<file path="config.mk">
export PLATFORM = sky130hd
export DESIGN_NAME = hidden_layer_sequencer
export DESIGN_NICKNAME = d
export VERILOG_FILES = /design/src/rtl/hidden_ctrl_pkg.sv /design/src/rtl/tc_counter.sv /design/src/rtl/hidden_layer_sequencer.sv
export SDC_FILE = /design/constraint.sdc
export NUM_CORES = 1
export LEC_CHECK = 0
export CAP_MARGIN = 20
export CORE_ASPECT_RATIO = 1.25
export CORE_UTILIZATION = 47
export DETAILED_ROUTE_END_ITERATION = 16
export PLACE_DENSITY = 0.76
export SETUP_SLACK_MARGIN = 0.1
export SLEW_MARGIN = 40
export SYNTH_ARGS = -nofsm -noshare
export SYNTH_HDL_FRONTEND = slang
export SYNTH_SLANG_ARGS = --single-unit
</file>
<file path="constraint.sdc">
create_clock -name clk -period 2.2 [get_ports clk]
set_clock_uncertainty 0.05 [all_clocks]
set_input_delay 0.44 -clock clk [delete_from_list [all_inputs] [get_ports clk]]
set_output_delay 0.44 -clock clk [all_outputs]
set_load 0.01 [all_outputs]
</file>
<file path="src/rtl/hidden_ctrl_pkg.sv">
// Shared types and default sizing for the hidden-layer control path.
// Holds the sequencer state encoding and the ASR layer default dimensions.
// Imported by the sequencer top and its counter helpers.
package hidden_ctrl_pkg;

  typedef enum logic [2:0] {
    IDLE  = 3'd0,
    INIT  = 3'd1,
    MAC   = 3'd2,
    DRAIN = 3'd3,
    WRITE = 3'd4,
    DONE  = 3'd5
  } hid_state_t;

  localparam int NUM_INPUTS_DEF = 39;
  localparam int NUM_HIDDEN_DEF = 16;
  localparam int PIPE_LAT_DEF   = 6;

endpackage

</file>
<file path="src/rtl/tc_counter.sv">
// Loadable up/down counter with a terminal-count flag.
// Latency: count updates on the clock edge after load/inc; tc is combinational from count.
// Load has priority over inc; with neither asserted the count holds.
module tc_counter #(
  parameter int WIDTH = 4,
  parameter int TERM  = 0,
  parameter bit DOWN  = 1'b0
) (
  input  logic             clk,
  input  logic             rst_n,
  input  logic             load,
  input  logic [WIDTH-1:0] load_val,
  input  logic             inc,
  output logic [WIDTH-1:0] count,
  output logic             tc
);

  localparam logic [WIDTH-1:0] TERM_V = WIDTH'(TERM);

  // Count register: load first, otherwise step in the configured direction.
  always_ff @(posedge clk or negedge rst_n) begin
    if (!rst_n) begin
      count <= '0;
    end else if (load) begin
      count <= load_val;
    end else if (inc) begin
      count <= DOWN ? (count - WIDTH'(1)) : (count + WIDTH'(1));
    end
  end

  assign tc = (count == TERM_V);

endmodule

</file>
<file path="src/rtl/hidden_layer_sequencer.sv">
// Drives the shared MAC + tan-sigmoid datapath across every neuron of the hidden layer.
// Latency: INIT one cycle after an accepted start; per neuron NUM_INPUTS+PIPE_LAT+2 cycles.
// No backpressure: start is ignored while busy, abort returns to IDLE on the next cycle.
module hidden_layer_sequencer
  import hidden_ctrl_pkg::*;
#(
  parameter int NUM_INPUTS = NUM_INPUTS_DEF,
  parameter int NUM_HIDDEN = NUM_HIDDEN_DEF,
  parameter int PIPE_LAT   = PIPE_LAT_DEF,
  parameter int IN_AW      = (NUM_INPUTS > 1) ? $clog2(NUM_INPUTS) : 1,
  parameter int W_AW       = (NUM_INPUTS * NUM_HIDDEN > 1) ? $clog2(NUM_INPUTS * NUM_HIDDEN) : 1,
  parameter int H_AW       = (NUM_HIDDEN > 1) ? $clog2(NUM_HIDDEN) : 1
) (
  input  logic            clk,
  input  logic            rst_n,
  input  logic            start,
  input  logic            abort,
  output logic            busy,
  output logic            done,
  output logic            init_mac,
  output logic            ena_mac,
  output logic            ena_tagsigmoid,
  output logic [IN_AW-1:0] input_addr,
  output logic [W_AW-1:0]  weight_addr,
  output logic            out_wr_en,
  output logic [H_AW-1:0]  out_addr
);

  localparam int D_W = (PIPE_LAT > 1) ? $clog2(PIPE_LAT) : 1;

  hid_state_t state, state_nxt;

  logic            start_ok;
  logic            i_tc, n_tc, d_tc;
  logic [H_AW-1:0] n_count;
  // Only the terminal flag of the drain counter steers the FSM.
  logic [D_W-1:0]  drain_count_unused;

  assign start_ok = (state == IDLE) && start && !abort;

  // Input index: cleared while in INIT, steps through MAC and parks on the last index.
  tc_counter #(.WIDTH(IN_AW), .TERM(NUM_INPUTS - 1), .DOWN(1'b0)) u_i_cnt (
    .clk      (clk),
    .rst_n    (rst_n),
    .load     ((state == INIT) && !abort),
    .load_val ('0),
    .inc      ((state == MAC) && !i_tc && !abort),
    .count    (input_addr),
    .tc       (i_tc)
  );

  // Neuron index: cleared on start, advanced after each non-final write.
  tc_counter #(.WIDTH(H_AW), .TERM(NUM_HIDDEN - 1), .DOWN(1'b0)) u_n_cnt (
    .clk      (clk),
    .rst_n    (rst_n),
    .load     (start_ok),
    .load_val ('0),
    .inc      ((state == WRITE) && !n_tc && !abort),
    .count    (n_count),
    .tc       (n_tc)
  );

  // Drain timer: loaded as MAC finishes, counts the activation pipeline down to zero.
  tc_counter #(.WIDTH(D_W), .TERM(0), .DOWN(1'b1)) u_d_cnt (
    .clk      (clk),
    .rst_n    (rst_n),
    .load     ((state == MAC) && i_tc && !abort),
    .load_val (D_W'(PIPE_LAT - 1)),
    .inc      ((state == DRAIN) && !d_tc && !abort),
    .count    (drain_count_unused),
    .tc       (d_tc)
  );

  // Running weight address: n*NUM_INPUTS+i without a multiplier. It parks on the last
  // address of a neuron and takes the extra step in the following INIT, so it holds
  // its value through DRAIN/WRITE and only wraps when the next start clears it.
  always_ff @(posedge clk or negedge rst_n) begin
    if (!rst_n) begin
      weight_addr <= '0;
    end else if (start_ok) begin
      weight_addr <= '0;
    end else if (!abort && (((state == MAC) && !i_tc) ||
                            ((state == INIT) && (n_count != '0)))) begin
      weight_addr <= weight_addr + W_AW'(1);
    end
  end

  // State register.
  always_ff @(posedge clk or negedge rst_n) begin
    if (!rst_n) begin
      state <= IDLE;
    end else begin
      state <= state_nxt;
    end
  end

  // Next-state logic; abort overrides every transition.
  always_comb begin
    state_nxt = state;
    case (state)
      IDLE:    if (start_ok) state_nxt = INIT;
      INIT:    state_nxt = MAC;
      MAC:     if (i_tc) state_nxt = DRAIN;
      DRAIN:   if (d_tc) state_nxt = WRITE;
      WRITE:   state_nxt = n_tc ? DONE : INIT;
      DONE:    state_nxt = IDLE;
      default: state_nxt = IDLE;
    endcase
    if (abort) begin
      state_nxt = IDLE;
    end
  end

  // Registered Moore outputs decoded from the state being entered, so they line up
  // with the state register; out_addr captures the neuron index only on WRITE entry.
  always_ff @(posedge clk or negedge rst_n) begin
    if (!rst_n) begin
      busy           <= 1'b0;
      done           <= 1'b0;
      init_mac       <= 1'b0;
      ena_mac        <= 1'b0;
      ena_tagsigmoid <= 1'b0;
      out_wr_en      <= 1'b0;
      out_addr       <= '0;
    end else begin
      busy           <= (state_nxt != IDLE);
      done           <= (state_nxt == DONE);
      init_mac       <= (state_nxt == INIT);
      ena_mac        <= (state_nxt == MAC);
      ena_tagsigmoid <= (state_nxt == DRAIN);
      out_wr_en      <= (state_nxt == WRITE);
      if (state_nxt == WRITE) begin
        out_addr <= n_count;
      end
    end
  end

endmodule

</file>
# After elaboration in Yosys (flattened, before gate mapping)

Cells that the tools add are included.

Flip-flop bits (word level): 36
Output and inout bits: 26
Word-level logic and storage cells: 67

$add $sub $neg: 4
Equal/unequal tests: 11
Muxes and demuxes: 14
Reductions and logical operators: 26

Operator list:

| operator                | count |
|---|---|
| $mux W3                 | 7 |
| $mux W10                | 2 |
| $pmux W3 S5             | 1 |
| $logic_and A1 B1 Y1     | 13 |
| $eq A3 B2 Y1 const B    | 4 |
| $mux W6                 | 2 |
| $add A10 B1 Y10 const B | 1 |
| $eq A3 B3 Y1 const B    | 3 |
| $mux W4                 | 2 |
| $reduce_bool A2 Y1      | 4 |
| $add A6 B1 Y6 const B   | 1 |
| $eq A3 B1 Y1 const B    | 2 |
| $eq A6 B6 Y1 const B    | 1 |
| $logic_not A3 Y1        | 2 |
| $add A4 B1 Y4 const B   | 1 |
| $eq A4 B4 Y1 const B    | 1 |
| $logic_not A1 Y1        | 4 |
| $reduce_bool A4 Y1      | 1 |
| $reduce_bool A3 Y1      | 1 |
| $sub A3 B1 Y3 const B   | 1 |
| $logic_or A1 B1 Y1      | 1 |

# Logic depth before layout (Yosys ltp)

Gate-level depths: netlist (run 1).

Depth in word-level cells: 7
Depth in mapped cells: 8
Mapped depth without buffers: 8

# Cells and area by module

Synthesis (run 1) repeated with hierarchy kept, for this count alone.

Cell total of the unflattened synthesis: 186
Area total of the unflattened synthesis: 1868.0 µm²

By module, submodules not included:

| module                 | times used | cells each | area each (µm²) | sequential area each (µm²) |
|---|---|---|---|---|
| hidden_layer_sequencer | 1          | 111        | 1153.6          | 575.6 |
| tc_counter at u_i_cnt  | 1          | 37         | 334.1           | 150.1 |
| tc_counter at u_n_cnt  | 1          | 19         | 209.0           | 100.1 |
| tc_counter at u_d_cnt  | 1          | 19         | 171.4           | 75.1 |

# Least setup slack after synthesis (run 1)

No wires, ideal clock.

Path type: reg2reg
Start point: register u_d_cnt.count[0]
End point: register u_d_cnt.count[0]
Arrival: 2.008 ns
Required time: 2.025 ns
Path slack: 0.017 ns
Cell stages (with the launch flop): 8
Path buffers: 0
Cells stage by stage: dfrtp_1 > inv_1 > ha_1 > ha_1 > or4bb_1 > and3_1 > and2b_1 > mux2_2

Cells in the longest elaborated chain, start to end: 5

Ends and longest elaborated chain:

| what                                                                  | RTL line         | source |
|---|---|---|
| start, declared                                                       | tc_counter.sv:14 | `output logic [WIDTH-1:0] count,` |
| start signal, assigned                                                | tc_counter.sv:25 | `count <= load_val;` |
| start signal, assigned                                                | tc_counter.sv:27 | `count <= DOWN ? (count - WIDTH'(1)) : (count + WIDTH'(1));` |
| parallel branches: the longest is 5 deep, another holds $sub A3 B1 Y3 | n/a              |  |

Parallel ways; which one is timed is not known. The select of a mux whose other input is x is not followed.
A chain may end at the register's enable or synchronous reset.

# Worst setup path after layout (run 1)

Start point: register u_d_cnt.count[0]
End point: register u_d_cnt.count[2]

Same word-level chain as after synthesis.

==> impl_metrics.json, run 1 <==
{
  "status": "finished, violations left",
  "violations": "DRC",
  "cts_root_buf": "clkbuf_8",
  "synth_nets": 171,
  "ys_seq_area_frac": 0.506,
  "grt_overflow": 0,
  "ys_types": 44,
  "critPathLaunchType": "register",
  "rsz0062_at_grt": "yes",
  "critical-path-top-delay-family": "simple AND/OR/NAND/NOR gates",
  "antenna_found_initial": 0,
  "final_common_cell": "dfrtp_1",
  "post-route-util": 0.660,
  "clk_pin_slew_ps": 70,
  "cts_tree": "built",
  "critical_path.startpoint": "u_d_cnt.count[0]$_DFFE_PN0P_",
  "hp-class": "register to register",
  "multi_input_area_um2": 856,
  "crit_cells": 7,
  "grt_max_degree": 37,
  "cap_viol_max_count": 0,
  "cts_buffer_depth": 2,
  "crit_buf_inv": 1,
  "num_io_pins": 30,
  "power-per-cell-area_nw_per_um2": 733,
  "endpoint": "u_d_cnt.count[2]$_DFFE_PN0P_",
  "r2r_slack_ps": 70,
  "fin_crit_ps": 2130,
  "ys_async_sr_fraction": 1.00,
  "finalHoldViolCount": 0,
  "path_class": "register to register",
  "tightest_slew_ps": 460,
  "die-area_um2": 4040,
  "slowest_delay_ps": 460,
  "avgSynthCellArea_um2": 11.1,
  "postPlaceCellArea_um2": 2180,
  "diodes": 0,
  "wl_um": 3690,
  "h-tree-depth": 2,
  "crit_slowest_cell": "or4bb_1",
  "final_cells": 246,
  "ys.flop_type": "dfrtp_1",
  "regArea_um2": 902,
  "die_w_um": 57.0,
  "core_region_area_um2": 3540,
  "final_max_slew_viol_count": 0,
  "synth_cells": 160,
  "r2r-start": "u_d_cnt.count[0]$_DFFE_PN0P_",
  "hold_ws_ps": 458,
  "grt_first_pass_wirelength_um": 6310,
  "drtIter0Drc": 32,
  "die_h_um": 70.8,
  "drtAntennaViolNets": 0,
  "setup_viol": 0,
  "arrival_ps": 2270,
  "leakagePower_nw": 1.10,
  "row_count": 24,
  "synth_area_um2": 1780,
  "final_area_um2": 2340,
  "crit_fanout": 3,
  "vias": 1341,
  "ir_drop_v": 0.000481,
  "dp_hpwl_um": 2610,
  "grtUsageTotal": 0.207,
  "setup-tns-final_ps": 0,
  "ys_ff_latch": 36,
  "first_global_vias": 1379,
  "drc": 4,
  "yosys_warnings": 0,
  "min_period_over_period": 0.970,
  "ff2ff_path_depth": 7,
  "portBuffers": 29,
  "num-fill-cells": 292,
  "required_ps": 2330,
  "cts_made_buffers": 5,
  "drtPass1Iterations": 10,
  "area_growth_pct": 31.4,
  "path_cells": "inv_1 > ha_2 > ha_4 > or4bb_1 > and3_4 > and2b_2 > mux2_4",
  "worstSetupEndpointType": "register",
  "synth_edf_count": 0,
  "fmax_mhz": 468,
  "gp_congestion": 0.788,
  "initial_utilization": 0.502,
  "slew_headroom": 0.692,
  "drive_gt1_frac": 0.203,
  "nets": 217,
  "clk_latency_ps": 290,
  "cts.sinks": 36,
  "final_cell_mix": "35 x dfrtp_1, 28 x clkdlybuf4s50_1, 18 x nor2_1",
  "rr_endpoint": "u_d_cnt.count[2]$_DFFE_PN0P_",
  "wl_per_cell_um": 15.0,
  "vias_per_cell": 5.45,
  "dp.cells": 233
}
## through the flow
stage	power [mW]	setup WS (ps)
2_1_floorplan	0.958	112
3_3_place_gp	1.07	-216
3_5_place_dp	1.10	-264
4_1_cts	1.73	64.5
5_1_grt	1.79	-8.53
6_report	1.71	65.2
## state kept, by name, summed over array words and instances, names as in the netlist
register	flops
busy	1
done	1
ena_mac	1
ena_tagsigmoid	1
init_mac	1
out_addr	4
out_wr_en	1
state	3
u_d_cnt.count	3
u_i_cnt.count	6
u_n_cnt.count	4
weight_addr	10
## per-layer routing
| layer | share of wire | GRT usage | vias to the layer above |
|---|---|---|---|
| li1 | - | - | 650 |
| met1 | 0.40 | 0.245 | 656 |
| met2 | 0.53 | 0.353 | 29 |
| met3 | 0.052 | 0.0585 | 6 |
| met4 | 0.018 | 0.0840 | 0 |
| met5 | 0 | 0 | - |
## Yosys cell counts (all sizes together) (2+ instances only)
| master | n | area (um2) |
|---|---|---|
| inv | 7 | 26.3 |
| dfrtp | 36 | 901 |
| and3b | 2 | 17.5 |
| xnor2 | 3 | 26.3 |
| nor3 | 2 | 10.0 |
| or3 | 2 | 12.5 |
| nand2 | 12 | 45.0 |
| buf | 3 | 23.8 |
| xor2 | 8 | 70.1 |
| nor2 | 18 | 67.6 |
| ha | 7 | 87.6 |
| mux2i | 4 | 40.0 |
| and3 | 6 | 37.5 |
| o21a | 2 | 15.0 |
| o21ai | 5 | 25.0 |
| nand4 | 4 | 25.0 |
| and2 | 3 | 18.8 |
| or2 | 2 | 12.5 |
| o2111ai | 3 | 32.5 |
| nand3 | 5 | 25.0 |
| a31oi | 2 | 27.5 |
| mux2 | 6 | 67.6 |
## worst min-delay path by stage
stage                     cells past startpoint                 endpoint                     from  slack (ps)
after floorplan                               0           busy$_DFF_PN0_                    rst_n          90
after global placement                        1  out_addr[0]$_DFFE_PN0N_  out_addr[0]$_DFFE_PN0N_         440
after detailed placement                      1  out_addr[1]$_DFFE_PN0N_  out_addr[1]$_DFFE_PN0N_         450
after CTS                                     1  out_addr[1]$_DFFE_PN0N_  out_addr[1]$_DFFE_PN0N_         460
after global routing                          1  out_addr[2]$_DFFE_PN0N_  out_addr[2]$_DFFE_PN0N_         480
final                                         1  out_addr[1]$_DFFE_PN0N_  out_addr[1]$_DFFE_PN0N_         460
## worst register-to-register path, stage by stage, from the launching register on
cell     delay (ps)
dfrtp_1         350
inv_1            50
ha_2            200
ha_4            160
or4bb_1         460
and3_4          190
and2b_2         260
mux2_4          300
## where the power goes
group	total (mW)	switching, mW	internal (mW)	leakage [nW]
registers	0.771	0.0520	0.719	0.490
clock network	0.574	0.239	0.335	0.0541
logic	0.367	0.164	0.203	0.556
total	1.71	0.456	1.26	1.10
## kinds of logic (layout without fill, tap and decap cells)
group	after synthesis	after routing	synth area share
simple gates	67	67	0.216
flops	36	36	0.506
compound gates	18	18	0.0837
xor+xnor	11	11	0.0542
buf+inv	11	58	0.0302
mux	10	10	0.0605
fa+ha+maj	7	7	0.0492
## layout make-up
type | instances | share of cell area
clock inverters | 3 | 0.0182
repair buffers | 43 | 0.169
inverters | 7 | 0.0112
well taps | 39 | 0.0209
multi-input cells | 113 | 0.366
flip-flops and latches | 36 | 0.386
clock buffers | 5 | 0.0294
## what timing repair did
| action | in CTS | in global routing |
|---|---|---|
| setup buffers | 5 | 0 |
| pin swaps | 3 | 0 |
| hold buffers | 0 | 0 |
| resized for setup | 2 | 2 |
| endpoints found under the setup margin | 9 | 10 |
(Power assumes the default switching activity.)
==> inputs of run 2 (changes only) <==
Settings changed: PLACE_DENSITY 0.76 to 0.75, SKIP_LAST_GASP set to 1.
==> run 2 against run 1 <==
The run still ends with DRC left. Maximum frequency down 0.52%. Critical path depth did not move. Setup slack lost 11 ps. Clock power grew 0.7%. Worst hold slack worse by 2.5 ps. Sequential cell count is the same. Clock-buffer cell count did not move. Sequential power increased by 0.8%. Via count rose by 2.2%. Combinational power decreased by 4%. Largest cell class unchanged. Largest power group unchanged. Highest routed layer unchanged.
==> impl_metrics.json, run 2 (same netlist as run 1, synthesis figures left out) <==
{
  "clk_latency_ps": 290,
  "regArea_um2": 902,
  "p_comb_frac": 0.207,
  "diodes": 0,
  "leakagePower_nw": 1.11,
  "initial_utilization": 0.502,
  "dp_hpwl_um": 2620,
  "vias": 1371,
  "final_cell_mix": "35 x dfrtp_1, 28 x clkdlybuf4s50_1, 17 x nor2_1",
  "multi_input_area_um2": 865,
  "wl_um": 3710,
  "core_region_area_um2": 3540,
  "required_ps": 2330,
  "top_regs": "weight_addr x10, u_i_cnt.count x6",
  "regMostFlops": "weight_addr",
  "grt_first_pass_wirelength_um": 6180,
  "slowest_delay_ps": 480,
  "crit_fanout": 4,
  "portBuffers": 29,
  "crit_buf_inv": 1,
  "drc": 4,
  "die_h_um": 70.8,
  "path_cells": "inv_1 > ha_2 > ha_4 > or4bb_1 > and3_4 > and2b_2 > mux2_4",
  "status": "finished, violations left",
  "cts_hold_buffers": 0,
  "post-route-util": 0.665,
  "internal_power_mw": 1.25,
  "setup_viol": 0,
  "grtUsageTotal": 0.204,
  "cts_tree": "built",
  "fmax_mhz": 466,
  "grt_max_degree": 37,
  "cts_made_buffers": 5,
  "tightest_slew_ps": 446,
  "cts_buffer_depth": 2,
  "final_cells": 246,
  "hp-class": "register to register",
  "die-area_um2": 4040,
  "drtPass1Iterations": 10,
  "final_common_cell": "dfrtp_1",
  "first_global_vias": 1402,
  "power-per-cell-area_nw_per_um2": 725,
  "pwr-share-seq": 0.455,
  "crit_slowest_cell": "or4bb_1",
  "fin_total_pwr_mw": 1.71,
  "path_class": "register to register",
  "num-fill-cells": 293,
  "h-tree-depth": 2,
  "hold_ws_ps": 456,
  "dp.cells": 233,
  "rsz0062_at_grt": "yes",
  "drtAntennaViolNets": 0,
  "nets": 217,
  "num_io_pins": 30,
  "min_period_over_period": 0.975,
  "arrival_ps": 2280,
  "setup-tns-final_ps": 0,
  "gp_congestion": 0.789,
  "cts.sinks": 36,
  "largest_reg_flops": 10,
  "clk_pin_slew_ps": 70,
  "violations": "DRC",
  "swShare": 0.267,
  "die_w_um": 57.0,
  "fin_crit_ps": 2150,
  "clkPwrFrac": 0.338,
  "row_count": 24,
  "final_max_slew_viol_count": 0,
  "slew_headroom": 0.703,
  "switchingPower_mw": 0.457,
  "critical-path-top-delay-family": "simple AND/OR/NAND/NOR gates",
  "wl_per_cell_um": 15.1,
  "ir_drop_v": 0.000568,
  "antenna_found_initial": 0,
  "drtIter0Drc": 23,
  "drive_gt1_frac": 0.213,
  "grt_overflow": 0,
  "critPathLaunchType": "register",
  "cts_root_buf": "clkbuf_8",
  "cap_viol_max_count": 0,
  "area_growth_pct": 32.3,
  "worstSetupEndpointType": "register",
  "vias_per_cell": 5.57,
  "finalHoldViolCount": 0
}
[run 2: area by class of cell]
cell class                      instances  share of cell area
Clock buffer                            5              0.0292
Tap cell                               39              0.0207
Inverter                                7              0.0112
Sequential cell                        36               0.383
Timing Repair Buffer                   43               0.171
Clock inverter                          3              0.0181
Multi-Input combinational cell        113               0.367
[run 2: through the flow]
stage,setup WS (ps),cell area [um2]
2_1_floorplan,112,1800
3_3_place_gp,-234,2180
3_5_place_dp,-255,2180
4_1_cts,31.4,2340
5_1_grt,4.71,2350
6_report,54.0,2350
[run 2: worst paths after layout]
check / startpoint / end / slack [ps] / cells after the start
min reg2reg: out_addr[1]$_DFFE_PN0N_ / out_addr[1]$_DFFE_PN0N_ / 460 / 1
max reg2reg: u_d_cnt.count[0]$_DFFE_PN0P_ / u_d_cnt.count[2]$_DFFE_PN0P_ / 50 / 7
max: u_d_cnt.count[0]$_DFFE_PN0P_ / u_d_cnt.count[2]$_DFFE_PN0P_ / 50 / 7
min: out_addr[1]$_DFFE_PN0N_ / out_addr[1]$_DFFE_PN0N_ / 460 / 1
min in group asynchronous: rst_n / u_d_cnt.count[1]$_DFFE_PN0P_ / 500 / 2
max in group asynchronous: rst_n / state[0]$_DFF_PN0_ / 1260 / 2
[run 2: timing repair]
action | CTS | global route
setup endpoints to repair | 9 | 13
gates resized for setup | 1 | 6
buffers inserted | 5 | 0
pin swaps | 3 | 5
[run 2: per-layer routing]
metal	share of wire	wire length (um)	track usage
met5	0	0	0
met4	0.018	66	0.0894
met3	0.035	129	0.0494
met2	0.52	1940	0.354
met1	0.42	1570	0.237
[run 2: power groups by stage]
stage / Sequential [mW] / Combinational [mW] / Clock, mW
after floorplan: 0.792 / 0.165 / 0
after global placement: 0.782 / 0.288 / 0
after detailed placement: 0.792 / 0.310 / 0
after CTS: 0.776 / 0.362 / 0.588
after global routing: 0.784 / 0.398 / 0.611
final: 0.777 / 0.354 / 0.578
